`config.mk`:
```
export PLATFORM = sky130hd
export DESIGN_NAME = cdb_arbiter
export DESIGN_NICKNAME = d
export VERILOG_FILES = /design/src/rtl/cdb_arbiter.sv
export SDC_FILE = /design/constraint.sdc
export NUM_CORES = 1
export LEC_CHECK = 0
export CORE_ASPECT_RATIO = 2
export CORE_MARGIN = 1
export CORE_UTILIZATION = 35
export CTS_CLUSTER_DIAMETER = 60
export DETAILED_ROUTE_END_ITERATION = 10
export PLACE_DENSITY_LB_ADDON = 0.25
export SLEW_MARGIN = 0
export SYNTH_ARGS = -nofsm -noshare
export SYNTH_HDL_FRONTEND = slang
export SYNTH_SLANG_ARGS = --single-unit
```
`constraint.sdc`:
```
create_clock -name clk_in -period 21.3 [get_ports clk_in]
set_input_delay 5.325 -clock clk_in [delete_from_list [all_inputs] [get_ports clk_in]]
set_output_delay 5.325 -clock clk_in [all_outputs]
set_load 0.02 [all_outputs]
```
`src/rtl/cdb_arbiter.sv`:
```
// Common data bus arbiter: merges ALU and LSB results onto one registered broadcast per cycle,
// round-robin on contention, with a small holding FIFO per source so losers are kept in order.
module cdb_arbiter #(
  parameter int unsigned ROB_W  = 4,
  parameter int unsigned DATA_W = 32,
  parameter int unsigned DEPTH  = 2
) (
  input  logic              clk_in,
  input  logic              rst_in,
  input  logic              rdy_in,
  input  logic              clear,
  input  logic              alu_valid,
  input  logic [ROB_W-1:0]  alu_rob,
  input  logic [DATA_W-1:0] alu_value,
  input  logic              alu_jump,
  input  logic [DATA_W-1:0] alu_target,
  output logic              alu_full,
  input  logic              lsb_valid,
  input  logic [ROB_W-1:0]  lsb_rob,
  input  logic [DATA_W-1:0] lsb_value,
  output logic              lsb_full,
  output logic              cdb_valid,
  output logic              cdb_src,
  output logic [ROB_W-1:0]  cdb_rob,
  output logic [DATA_W-1:0] cdb_value,
  output logic              cdb_jump,
  output logic [DATA_W-1:0] cdb_target
);

  localparam int unsigned CW = $clog2(DEPTH + 1);
  localparam int unsigned PW = $clog2(DEPTH);

  // ALU FIFO storage
  logic [DEPTH-1:0][ROB_W-1:0]  a_rob_q, a_rob_d;
  logic [DEPTH-1:0][DATA_W-1:0] a_val_q, a_val_d;
  logic [DEPTH-1:0]             a_jmp_q, a_jmp_d;
  logic [DEPTH-1:0][DATA_W-1:0] a_tgt_q, a_tgt_d;
  logic [PW-1:0]                a_rd_q, a_rd_d, a_wr_q, a_wr_d;
  logic [CW-1:0]                a_cnt_q, a_cnt_d;

  // LSB FIFO storage
  logic [DEPTH-1:0][ROB_W-1:0]  l_rob_q, l_rob_d;
  logic [DEPTH-1:0][DATA_W-1:0] l_val_q, l_val_d;
  logic [PW-1:0]                l_rd_q, l_rd_d, l_wr_q, l_wr_d;
  logic [CW-1:0]                l_cnt_q, l_cnt_d;

  logic              last_grant_q, last_grant_d;
  logic              cdb_valid_q, cdb_valid_d;
  logic              cdb_src_q, cdb_src_d;
  logic [ROB_W-1:0]  cdb_rob_q, cdb_rob_d;
  logic [DATA_W-1:0] cdb_value_q, cdb_value_d;
  logic              cdb_jump_q, cdb_jump_d;
  logic [DATA_W-1:0] cdb_target_q, cdb_target_d;

  logic              a_head, l_head, a_cand, l_cand, grant_a, grant_l;
  logic              a_push, a_pop, l_push, l_pop;
  logic [ROB_W-1:0]  a_c_rob, l_c_rob;
  logic [DATA_W-1:0] a_c_val, a_c_tgt, l_c_val;
  logic              a_c_jmp;

  function automatic logic [PW-1:0] next_ptr(input logic [PW-1:0] p);
    return (p == PW'(DEPTH - 1)) ? '0 : p + 1'b1;
  endfunction

  assign alu_full = (a_cnt_q == CW'(DEPTH));
  assign lsb_full = (l_cnt_q == CW'(DEPTH));

  // A queued head always beats the live input so per-source order is kept.
  always_comb begin
    a_head  = (a_cnt_q != '0);
    l_head  = (l_cnt_q != '0);
    a_cand  = a_head || (alu_valid && !alu_full);
    l_cand  = l_head || (lsb_valid && !lsb_full);
    grant_a = a_cand && (!l_cand || last_grant_q);
    grant_l = l_cand && !grant_a;
    a_pop   = grant_a && a_head;
    l_pop   = grant_l && l_head;
    a_push  = alu_valid && !alu_full && !(grant_a && !a_head);
    l_push  = lsb_valid && !lsb_full && !(grant_l && !l_head);
    a_c_rob = a_head ? a_rob_q[a_rd_q] : alu_rob;
    a_c_val = a_head ? a_val_q[a_rd_q] : alu_value;
    a_c_jmp = a_head ? a_jmp_q[a_rd_q] : alu_jump;
    a_c_tgt = a_head ? a_tgt_q[a_rd_q] : alu_target;
    l_c_rob = l_head ? l_rob_q[l_rd_q] : lsb_rob;
    l_c_val = l_head ? l_val_q[l_rd_q] : lsb_value;
  end

  always_comb begin
    a_rob_d      = a_rob_q;
    a_val_d      = a_val_q;
    a_jmp_d      = a_jmp_q;
    a_tgt_d      = a_tgt_q;
    a_rd_d       = a_rd_q;
    a_wr_d       = a_wr_q;
    a_cnt_d      = a_cnt_q;
    l_rob_d      = l_rob_q;
    l_val_d      = l_val_q;
    l_rd_d       = l_rd_q;
    l_wr_d       = l_wr_q;
    l_cnt_d      = l_cnt_q;
    last_grant_d = last_grant_q;
    cdb_valid_d  = cdb_valid_q;
    cdb_src_d    = cdb_src_q;
    cdb_rob_d    = cdb_rob_q;
    cdb_value_d  = cdb_value_q;
    cdb_jump_d   = cdb_jump_q;
    cdb_target_d = cdb_target_q;

    if (clear) begin
      a_rd_d       = '0;
      a_wr_d       = '0;
      a_cnt_d      = '0;
      l_rd_d       = '0;
      l_wr_d       = '0;
      l_cnt_d      = '0;
      cdb_valid_d  = 1'b0;
      last_grant_d = 1'b1;
    end else if (rdy_in) begin
      if (a_push) begin
        a_rob_d[a_wr_q] = alu_rob;
        a_val_d[a_wr_q] = alu_value;
        a_jmp_d[a_wr_q] = alu_jump;
        a_tgt_d[a_wr_q] = alu_target;
        a_wr_d          = next_ptr(a_wr_q);
      end
      if (a_pop) a_rd_d = next_ptr(a_rd_q);
      a_cnt_d = a_cnt_q + CW'(a_push) - CW'(a_pop);

      if (l_push) begin
        l_rob_d[l_wr_q] = lsb_rob;
        l_val_d[l_wr_q] = lsb_value;
        l_wr_d          = next_ptr(l_wr_q);
      end
      if (l_pop) l_rd_d = next_ptr(l_rd_q);
      l_cnt_d = l_cnt_q + CW'(l_push) - CW'(l_pop);

      cdb_valid_d = grant_a || grant_l;
      if (grant_a) begin
        cdb_src_d    = 1'b0;
        cdb_rob_d    = a_c_rob;
        cdb_value_d  = a_c_val;
        cdb_jump_d   = a_c_jmp;
        cdb_target_d = a_c_tgt;
        last_grant_d = 1'b0;
      end else if (grant_l) begin
        cdb_src_d    = 1'b1;
        cdb_rob_d    = l_c_rob;
        cdb_value_d  = l_c_val;
        cdb_jump_d   = 1'b0;
        cdb_target_d = '0;
        last_grant_d = 1'b1;
      end
    end
  end

  always_ff @(posedge clk_in or posedge rst_in) begin
    if (rst_in) begin
      a_rob_q      <= '0;
      a_val_q      <= '0;
      a_jmp_q      <= '0;
      a_tgt_q      <= '0;
      a_rd_q       <= '0;
      a_wr_q       <= '0;
      a_cnt_q      <= '0;
      l_rob_q      <= '0;
      l_val_q      <= '0;
      l_rd_q       <= '0;
      l_wr_q       <= '0;
      l_cnt_q      <= '0;
      last_grant_q <= 1'b1;
      cdb_valid_q  <= 1'b0;
      cdb_src_q    <= 1'b0;
      cdb_rob_q    <= '0;
      cdb_value_q  <= '0;
      cdb_jump_q   <= 1'b0;
      cdb_target_q <= '0;
    end else begin
      a_rob_q      <= a_rob_d;
      a_val_q      <= a_val_d;
      a_jmp_q      <= a_jmp_d;
      a_tgt_q      <= a_tgt_d;
      a_rd_q       <= a_rd_d;
      a_wr_q       <= a_wr_d;
      a_cnt_q      <= a_cnt_d;
      l_rob_q      <= l_rob_d;
      l_val_q      <= l_val_d;
      l_rd_q       <= l_rd_d;
      l_wr_q       <= l_wr_d;
      l_cnt_q      <= l_cnt_d;
      last_grant_q <= last_grant_d;
      cdb_valid_q  <= cdb_valid_d;
      cdb_src_q    <= cdb_src_d;
      cdb_rob_q    <= cdb_rob_d;
      cdb_value_q  <= cdb_value_d;
      cdb_jump_q   <= cdb_jump_d;
      cdb_target_q <= cdb_target_d;
    end
  end

  assign cdb_valid  = cdb_valid_q;
  assign cdb_src    = cdb_src_q;
  assign cdb_rob    = cdb_rob_q;
  assign cdb_value  = cdb_value_q;
  assign cdb_jump   = cdb_jump_q;
  assign cdb_target = cdb_target_q;

endmodule

```
== Yosys cells after proc, flatten, opt, wreduce, memory -nomap -nowiden ==
Cells that the tools add are included.
Operators by class
  bitwise logic cells: 1
  equality and inequality tests: 2
  multiplexer cells: 68
  reductions and logical operators: 41
  $lt $le $gt $ge: 6
  add/sub/neg operators: 8
Operators by type and width (count)
  2-to-1 mux 32 bit: 15
  bitwise mux 64 bit: 3
  demux 32 bit (select 1 bit): 2
  2-to-1 mux 4 bit: 10
  2-to-1 mux 1 bit: 28
  bitwise mux 8 bit: 2
  nonzero test 2 bit: 8
  logical AND 1 bit: 12
  AND reduction 2 bit: 5
  AND reduction 3 bit: 3
  demux 4 bit (select 1 bit): 2
  logical NOT 1 bit: 8
  less-than comparator 1 x 2 -> 1 bit (second input constant): 4
  2-to-1 mux 2 bit: 4
  adder 1 bit (second input constant): 4
  adder 2 x 1 -> 2 bit: 2
  equality test 2 bit (second input constant): 2
  logical OR 1 bit: 4
  subtractor 2 x 1 -> 2 bit: 2
  nonzero test 3 bit: 1
  bitwise mux 2 bit: 1
  >= comparator 1 bit (second input constant): 2
  demux 1 bit (select 1 bit): 1
  NOT 1 bit: 1
Word-level totals
  logic and storage cells: 150
  register bits: 290
  input port bits: 111
  output and inout bits: 73

== Depth between registers and ports, before layout ==
Gate-level depths: netlist (run 1).
  word-level depth: 16
  depth in mapped cells: 14
  depth with buffers taken out: 10

== Worst setup path before layout (run 1) ==
OpenSTA, ideal clock, no wires.
  kind: input port to flip-flop
  from: in alu_valid
  to: reg l_cnt_q[1]
  required time: 21.169 ns
  stages: 14
  path buffers: 4
  data arrival time: 7.283 ns
  setup time: 0.131 ns
  setup slack: 13.886 ns
  cell sequence: buf_2 or3_4 buf_6 a21oi_1 buf_4 buf_4 nand3b_1 ha_1 inv_1 ha_1 xor2_1 nand2_1 xnor2_1 nor2_1
Between the ends
  longest elaborated chain between the ends: 12
  elaborated cells on any way between the ends: 13
  classes of those cells: add/sub (2); mux (2); reduce/logical (9)
Ends and longest elaborated chain
  from (decl): line 12  | input logic alu_valid,
  logical AND 1 bit *: line 72  | a_cand = a_head || (alu_valid && !alu_full);
  logical OR 1 bit *: line 72
  logical AND 1 bit *: line 74  | grant_a = a_cand && (!l_cand || last_grant_q);
  logical NOT 1 bit *: line 75  | grant_l = l_cand && !grant_a;
  logical AND 1 bit *: line 75
  logical AND 1 bit: line 79  | l_push = lsb_valid && !lsb_full && !(grant_l && !l_head);
  logical NOT 1 bit: line 79
  logical AND 1 bit: line 79
  adder 2 x 1 -> 2 bit: line 135  | l_cnt_d = l_cnt_q + CW'(l_push) - CW'(l_pop);
  subtractor 2 x 1 -> 2 bit *: line 135
  2-to-1 mux 2 bit *: line 118  | end else if (rdy_in) begin
  2-to-1 mux 2 bit *: line 109  | if (clear) begin
  to (signal assigned): line 189  | l_cnt_q <= l_cnt_d;
  to (decl): line 45  | logic [CW-1:0] l_cnt_q, l_cnt_d;
Mark *: on every way between the ends. The rest lies on a longest branch, timed or not. The select of a mux whose other input is x is not followed.
A chain may end at the register's enable or synchronous reset.

== Worst setup path in the final report (run 1) ==
  from: in rdy_in
  to: reg a_tgt_q[12] (netlist name)
Between the ends
  longest elaborated chain between the ends: 1
Ends and longest elaborated chain
  from (decl): line 10  | input logic rdy_in,
  AND reduction 3 bit (no source line)
  to (signal assigned): line 181  | a_tgt_q <= a_tgt_d;
  to (decl): line 37  | logic [DEPTH-1:0][DATA_W-1:0] a_tgt_q, a_tgt_d;
No other way between the ends.

==> impl_metrics.env, run 1 <==
export IMPL_firstDrtPassIters=4
export IMPL_crit_path_start_kind="input port"
export IMPL_drt_total_wl_mm=36.4
export IMPL_fin_nets=1346
export IMPL_grt_pass1_wl_mm=57.0
export IMPL_synth_fp_nets=1201
export IMPL_clock_root_buffer="clkbuf_16"
export IMPL_fin_crit_sh=0.373
export IMPL_cp_data_arrival_time_ps=8390
export IMPL_start_util=0.355
export IMPL_p_leak_nw=7.39
export IMPL_grtUsageTotal=0.185
export IMPL_slew_headroom=0.228
export IMPL_design_die_area_um2=40300
export IMPL_dpl_hpwl_mm=23.3
export IMPL_rsz0062_at_grt="false"
export IMPL_global_route_peak_usage_layer="met2"
export IMPL_place_gp_congestion=0.778
export IMPL_clkTransAtPathRegs_ps=60
export IMPL_cts_resized=0
export IMPL_ys_ff_latch=290
export IMPL_maxCapViolations=0
export IMPL_post_cts_setup_buffers=0
export IMPL_fillers=3698
export IMPL_io_buffers=183
export IMPL_drive_gt1_frac=0.289
export IMPL_finalSetupViolations=0
export IMPL_reg2regPathDepth=10
export IMPL_gr_total_overflow=0
export IMPL_core_area_um2=38800
export IMPL_die_height_um=283
export IMPL_ant_nets=0
export IMPL_pwr_density_cell_nw_per_um2=138
export IMPL_clk_latency_ps=570
export IMPL_finalSetupTns_ps=0
export IMPL_ioPinCount=184
export IMPL_synthCells=1086
export IMPL_htree_levels=1
export IMPL_tritoncts="done"
export IMPL_drc_errors=0
export IMPL_required_ps=21750
export IMPL_ys_warn_count=0
export IMPL_grt_antenna_before_repair=2
export IMPL_vias=9083
export IMPL_fin_util=0.436
export IMPL_path_class="in2reg"
export IMPL_dr_first_iter_drc_count=270
export IMPL_multi_input_area_um2=6040
export IMPL_layout_min_cycle_time_ps=7940
export IMPL_cp_max_fo=59
export IMPL_syn_avg_cell_area_um2=12.7
export IMPL_grtUsageMet2=0.353
export IMPL_peakVddDrop_mv=0.0703
export IMPL_wl_per_cell_um=20.5
export IMPL_synth_edff_count=0
export IMPL_cts_buffers=30
export IMPL_slew_viol_final=0
export IMPL_die_x_um=142
export IMPL_ff2ff_setup_slack_ps=18270
export IMPL_grt_pass1_vias=9732
export IMPL_synthesis_area_um2=13800
export IMPL_clockBufferDepth=3
export IMPL_synth_seq_area_share=0.526
export IMPL_grt_max_degree=95
export IMPL_tightest_slew_ps=1150
export IMPL_seq_area_um2=7260
export IMPL_cts_sinks=290
export IMPL_outcome="completed"
export IMPL_use_met1=0.207
export IMPL_fin_worst_skew_ps=12.7
export IMPL_syn_to_final_growth_pct=22.6
export IMPL_finalHoldViolations=0
export IMPL_met3_usage=0.0256
export IMPL_cts_hold_buf=0
export IMPL_end_kind="flip-flop"
export IMPL_hold_path_class="reg2reg"
export IMPL_max_freq_ghz=0.126
export IMPL_synthDistinctLibCells=49
export IMPL_synth_top_flop_cell="dfrtp_1"
export IMPL_async_reset_ff_frac=1.00
export IMPL_rows=102
export IMPL_avgViaCountPerCell=5.12
export IMPL_holdPathStages=1
==> critical path, stage by stage <==
cell and delay [ps]:
clkdlybuf4s50_1 820, nor2b_1 460, nand4b_1 650, buf_4 620, mux2_2 410
==> registers in the layout (all words and copies together), names as in the netlist, 2 cells and up <==
signal      cells
a_jmp_q         2
cdb_value      32
l_rob_q         8
a_cnt_q         2
cdb_target     32
a_rob_q         8
a_val_q        64
l_cnt_q         2
l_val_q        64
a_tgt_q        64
cdb_rob         4
==> per-layer routing <==
metal  wire (um)  part of all wire
met4         819             0.023
met2       20100              0.55
met3        1250             0.034
met5          13           0.00036
met1       14200              0.39
==> cell type report <==
| cell class | instances | share of cell area |
|---|---|---|
| flip-flops and latches | 290 | 0.430 |
| multi-input cells | 704 | 0.357 |
| repair buffers | 199 | 0.115 |
| clock buffers | 43 | 0.0509 |
| well taps | 520 | 0.0385 |
| clock inverters | 11 | 0.00666 |
| inverters | 6 | 0.00178 |
| diodes | 1 | 0.000148 |
==> cell usage after synthesis (2+ instances only) <==
library cell | instances | area share
o21ai_1 | 3 | 0.0011
inv_1 | 6 | 0.0016
mux2_2 | 210 | 0.17
and3_1 | 28 | 0.013
nor2b_1 | 2 | 0.00091
buf_1 | 3 | 0.00082
mux2i_1 | 38 | 0.028
dfrtp_1 | 289 | 0.52
nand2_1 | 23 | 0.0063
a22oi_1 | 27 | 0.015
or2_2 | 3 | 0.0014
o21ai_0 | 26 | 0.0094
buf_2 | 31 | 0.011
nor2_1 | 140 | 0.038
nand2b_1 | 5 | 0.0023
clkbuf_1 | 36 | 0.0098
mux2_4 | 69 | 0.075
a221oi_1 | 33 | 0.021
xor2_1 | 5 | 0.0032
nand3_1 | 10 | 0.0036
a21oi_1 | 20 | 0.0073
a31oi_1 | 28 | 0.013
a32oi_1 | 9 | 0.0057
buf_12 | 6 | 0.0087
buf_6 | 7 | 0.0057
ha_1 | 4 | 0.0036
buf_4 | 3 | 0.0016
==> logic make-up (layout without fill, tap and decap cells) <==
group / count (synthesis) / count (layout) / share of synthesized area
compound gates: 156 / 156 / 0.0808
other cells: 0 / 1 / 0
xor+xnor: 6 / 6 / 0.00381
fa+ha+maj: 4 / 4 / 0.00363
flops: 290 / 290 / 0.526
mux: 317 / 317 / 0.274
simple gates: 221 / 221 / 0.0718
buf+inv: 92 / 259 / 0.0396
==> through the flow <==
step | power, mW | cells | area, um2 | hold slack [ps] | setup WS (ps)
2_1_floorplan | 1.50 | 1086 | 13800 | 475 | 7970
3_3_place_gp | 1.79 | 1719 | 15900 | 483 | 12820
3_5_place_dp | 1.82 | 1719 | 15900 | 487 | 12800
4_1_cts | 2.36 | 1773 | 16900 | 506 | 13410
5_1_grt | 2.47 | 1774 | 16900 | 513 | 13200
6_report | 2.33 | 1774 | 16900 | 504 | 13360
==> placed cells by master, fill, tap and decap left out, types with 26 or more instances in the layout <==
cell type / n
dfrtp_1: 287
mux2_2: 210
clkdlybuf4s50_1: 183
nor2_1: 139
mux2_4: 69
mux2i_1: 38
a221oi_1: 33
clkbuf_16: 31
and3_1: 28
a31oi_1: 28
a22oi_1: 27
o21ai_0: 26
==> report_power, final <==
part	switching, mW	leakage [nW]	internal, mW	total (mW)
registers	0.143	3.65	0.769	0.912
logic	0.420	3.25	0.466	0.886
clock network	0.224	0.485	0.304	0.528
total	0.787	7.39	1.54	2.33
==> final timing paths <==
kind / end / from
max: a_tgt_q[12]$_DFFE_PP0P_ / rdy_in
max in group asynchronous: a_rd_q$_DFFE_PP0P_ / rst_in
min in group asynchronous: a_tgt_q[32]$_DFFE_PP0P_ / rst_in
min: a_tgt_q[8]$_DFFE_PP0P_ / a_tgt_q[8]$_DFFE_PP0P_
min reg2reg: a_tgt_q[8]$_DFFE_PP0P_ / a_tgt_q[8]$_DFFE_PP0P_
max reg2reg: l_cnt_q[1]$_DFFE_PP0P_ / a_cnt_q[1]$_DFFE_PP0P_
Power figures use the tool's default switching activity.
==> run 2, diff against run 1 <==
clock period = 6.8 ns   (was 21.3 ns; I/O delays follow)
==> run 2 against run 1 <==
Sequential cell count stayed put. Clock power rose to 3.4 times the previous value. Clock skew grew 7.1 ps. Highest routed layer unchanged.
==> impl_metrics.env, run 2 (synthesis gave the netlist of run 1 again) <==
export IMPL_fin_nets=1351
export IMPL_vias=9080
export IMPL_die_height_um=283
export IMPL_p_int_mw=4.94
export IMPL_path_class="in2reg"
export IMPL_cts_buffers=30
export IMPL_rsz0062_at_grt="false"
export IMPL_combPwrFrac=0.374
export IMPL_seqPwrFrac=0.387
export IMPL_cp_data_arrival_time_ps=4730
export IMPL_dpl_hpwl_mm=23.7
export IMPL_dr_first_iter_drc_count=378
export IMPL_firstDrtPassIters=5
export IMPL_power_frac_clock=0.238
export IMPL_layout_common_cells="287 x dfrtp_1, 210 x mux2_2, 183 x clkdlybuf4s50_1"
export IMPL_wl_per_cell_um=20.7
export IMPL_slew_headroom=0.274
export IMPL_ff2ff_setup_slack_ps=4010
export IMPL_clock_root_buffer="clkbuf_16"
export IMPL_clk_latency_ps=570
export IMPL_max_freq_ghz=0.234
export IMPL_outcome="completed"
export IMPL_finalHoldViolations=0
export IMPL_layout_min_cycle_time_ps=4270
export IMPL_crit_path_cell_trace="clkdlybuf4s50_1, or3_4, a31oi_4, or3_2, buf_4, mux2_4"
export IMPL_crit_slowest_cell="clkdlybuf4s50_1"
export IMPL_die_x_um=142
export IMPL_end_kind="flip-flop"
export IMPL_drive_gt1_frac=0.294
export IMPL_swShare=0.334
export IMPL_pwr_density_cell_nw_per_um2=435
export IMPL_tritoncts="done"
export IMPL_grtUsageTotal=0.186
export IMPL_cts_hold_buf=0
export IMPL_grt_antenna_before_repair=1
export IMPL_core_area_um2=38800
export IMPL_gr_total_overflow=0
export IMPL_fin_crit_sh=0.628
export IMPL_post_cts_setup_buffers=0
export IMPL_avgViaCountPerCell=5.10
export IMPL_worstReg2RegStart="l_cnt_q[0]$_DFFE_PP0P_"
export IMPL_crit_path_end="l_val_q[6]$_DFFE_PP0P_"
export IMPL_io_buffers=183
export IMPL_start_util=0.355
export IMPL_hold_path_class="reg2reg"
export IMPL_tightest_slew_ps=1090
export IMPL_final_common_cell="dfrtp_1"
export IMPL_design_die_area_um2=40300
export IMPL_hp_start="a_tgt_q[3]$_DFFE_PP0P_"
export IMPL_htree_levels=1
export IMPL_reg2regPathDepth=10
export IMPL_cp_max_fo=20
export IMPL_rows=102
export IMPL_crit_buf_inv=2
export IMPL_syn_to_final_growth_pct=23.5
export IMPL_peakVddDrop_mv=0.215
export IMPL_diodes=0
export IMPL_ant_nets=0
export IMPL_p_leak_nw=7.44
export IMPL_slew_viol_final=0
export IMPL_startpoint="alu_valid"
export IMPL_drc_errors=0
export IMPL_grt_pass1_wl_mm=57.3
export IMPL_clkTransAtPathRegs_ps=60
export IMPL_cp_top_family="buffers and inverters"
export IMPL_finalSetupTns_ps=0
export IMPL_crit_path_start_kind="input port"
export IMPL_grt_max_degree=100
export IMPL_clockBufferDepth=3
export IMPL_reg_top3="a_tgt_q x64, a_val_q x64, l_val_q x64"
export IMPL_grt_pass1_vias=9806
export IMPL_p_sw_mw=2.47
export IMPL_cts_resized=0
export IMPL_maxCapViolations=0
export IMPL_r2r_end="l_cnt_q[1]$_DFFE_PP0P_"
export IMPL_place_gp_congestion=0.811
export IMPL_ioPinCount=184
export IMPL_fin_worst_skew_ps=19.8
export IMPL_required_ps=7260
export IMPL_max_stage_delay_ps=820
export IMPL_worst_path_stages=6
export IMPL_drt_total_wl_mm=36.9
export IMPL_finalSetupViolations=0
export IMPL_holdWs_ps=500
export IMPL_cts_sinks=290
run 2: cell types whose count changed in the layout (fill, tap and decap cells not counted), sizes merged:
| cell | change |
|---|---|
| bufinv | +2 |
| diode | -1 |
| inv | -3 |
| clkinvlp | +2 |
| clkbuf | +2 |
| buf | +5 |
| clkinv | -1 |
run 2: area by class of cell:
| cell class | count | area (um2) |
|---|---|---|
| well taps | 520 | 651 |
| clock inverters | 11 | 158 |
| inverters | 6 | 26.3 |
| clock buffers | 45 | 898 |
| fillers | 3708 | 21800 |
| repair buffers | 204 | 2000 |
| flip-flops and latches | 290 | 7260 |
| multi-input cells | 704 | 6040 |
run 2: metal layers:
layer | vias to the layer above | wire length (um) | track usage
met2 | 181 | 19900 | 0.353
li1 | 4201 | - | -
met3 | 58 | 1220 | 0.0228
met4 | 2 | 1180 | 0.0684
met1 | 4638 | 14500 | 0.210
met5 | - | 9 | 0
run 2: power groups by stage:
stage          Combinational, mW  Sequential, mW  Clock (mW)
2_1_floorplan               1.74            2.96           0
3_3_place_gp                2.77            2.87           0
3_5_place_dp                2.81            2.89           0
4_1_cts                     2.81            2.88        1.81
5_1_grt                     3.00            2.96        1.88
6_report                    2.77            2.87        1.77
run 2: worst min-delay path by stage:
stage | to | slack, ps | cells after the start
after floorplan | l_rob_q[6]$_DFFE_PP0P_ | 470 | 1
after global placement | a_tgt_q[4]$_DFFE_PP0P_ | 480 | 1
after detailed placement | l_val_q[50]$_DFFE_PP0P_ | 490 | 1
after CTS | a_tgt_q[20]$_DFFE_PP0P_ | 500 | 1
after global routing | a_tgt_q[61]$_DFFE_PP0P_ | 510 | 1
final | a_tgt_q[3]$_DFFE_PP0P_ | 500 | 1
run 2: per-stage QoR:
step	cells	power (mW)	instance area [um2]	util	setup slack [ps]
detailed placement	1724	5.70	16000	0.412	1930
global placement	1724	5.64	16000	0.412	1990
finish	1780	7.41	17000	0.439	2530
CTS	1780	7.51	17000	0.439	2570
floorplan	1086	4.69	13800	-	1250
global route	1780	7.84	17000	0.439	2380
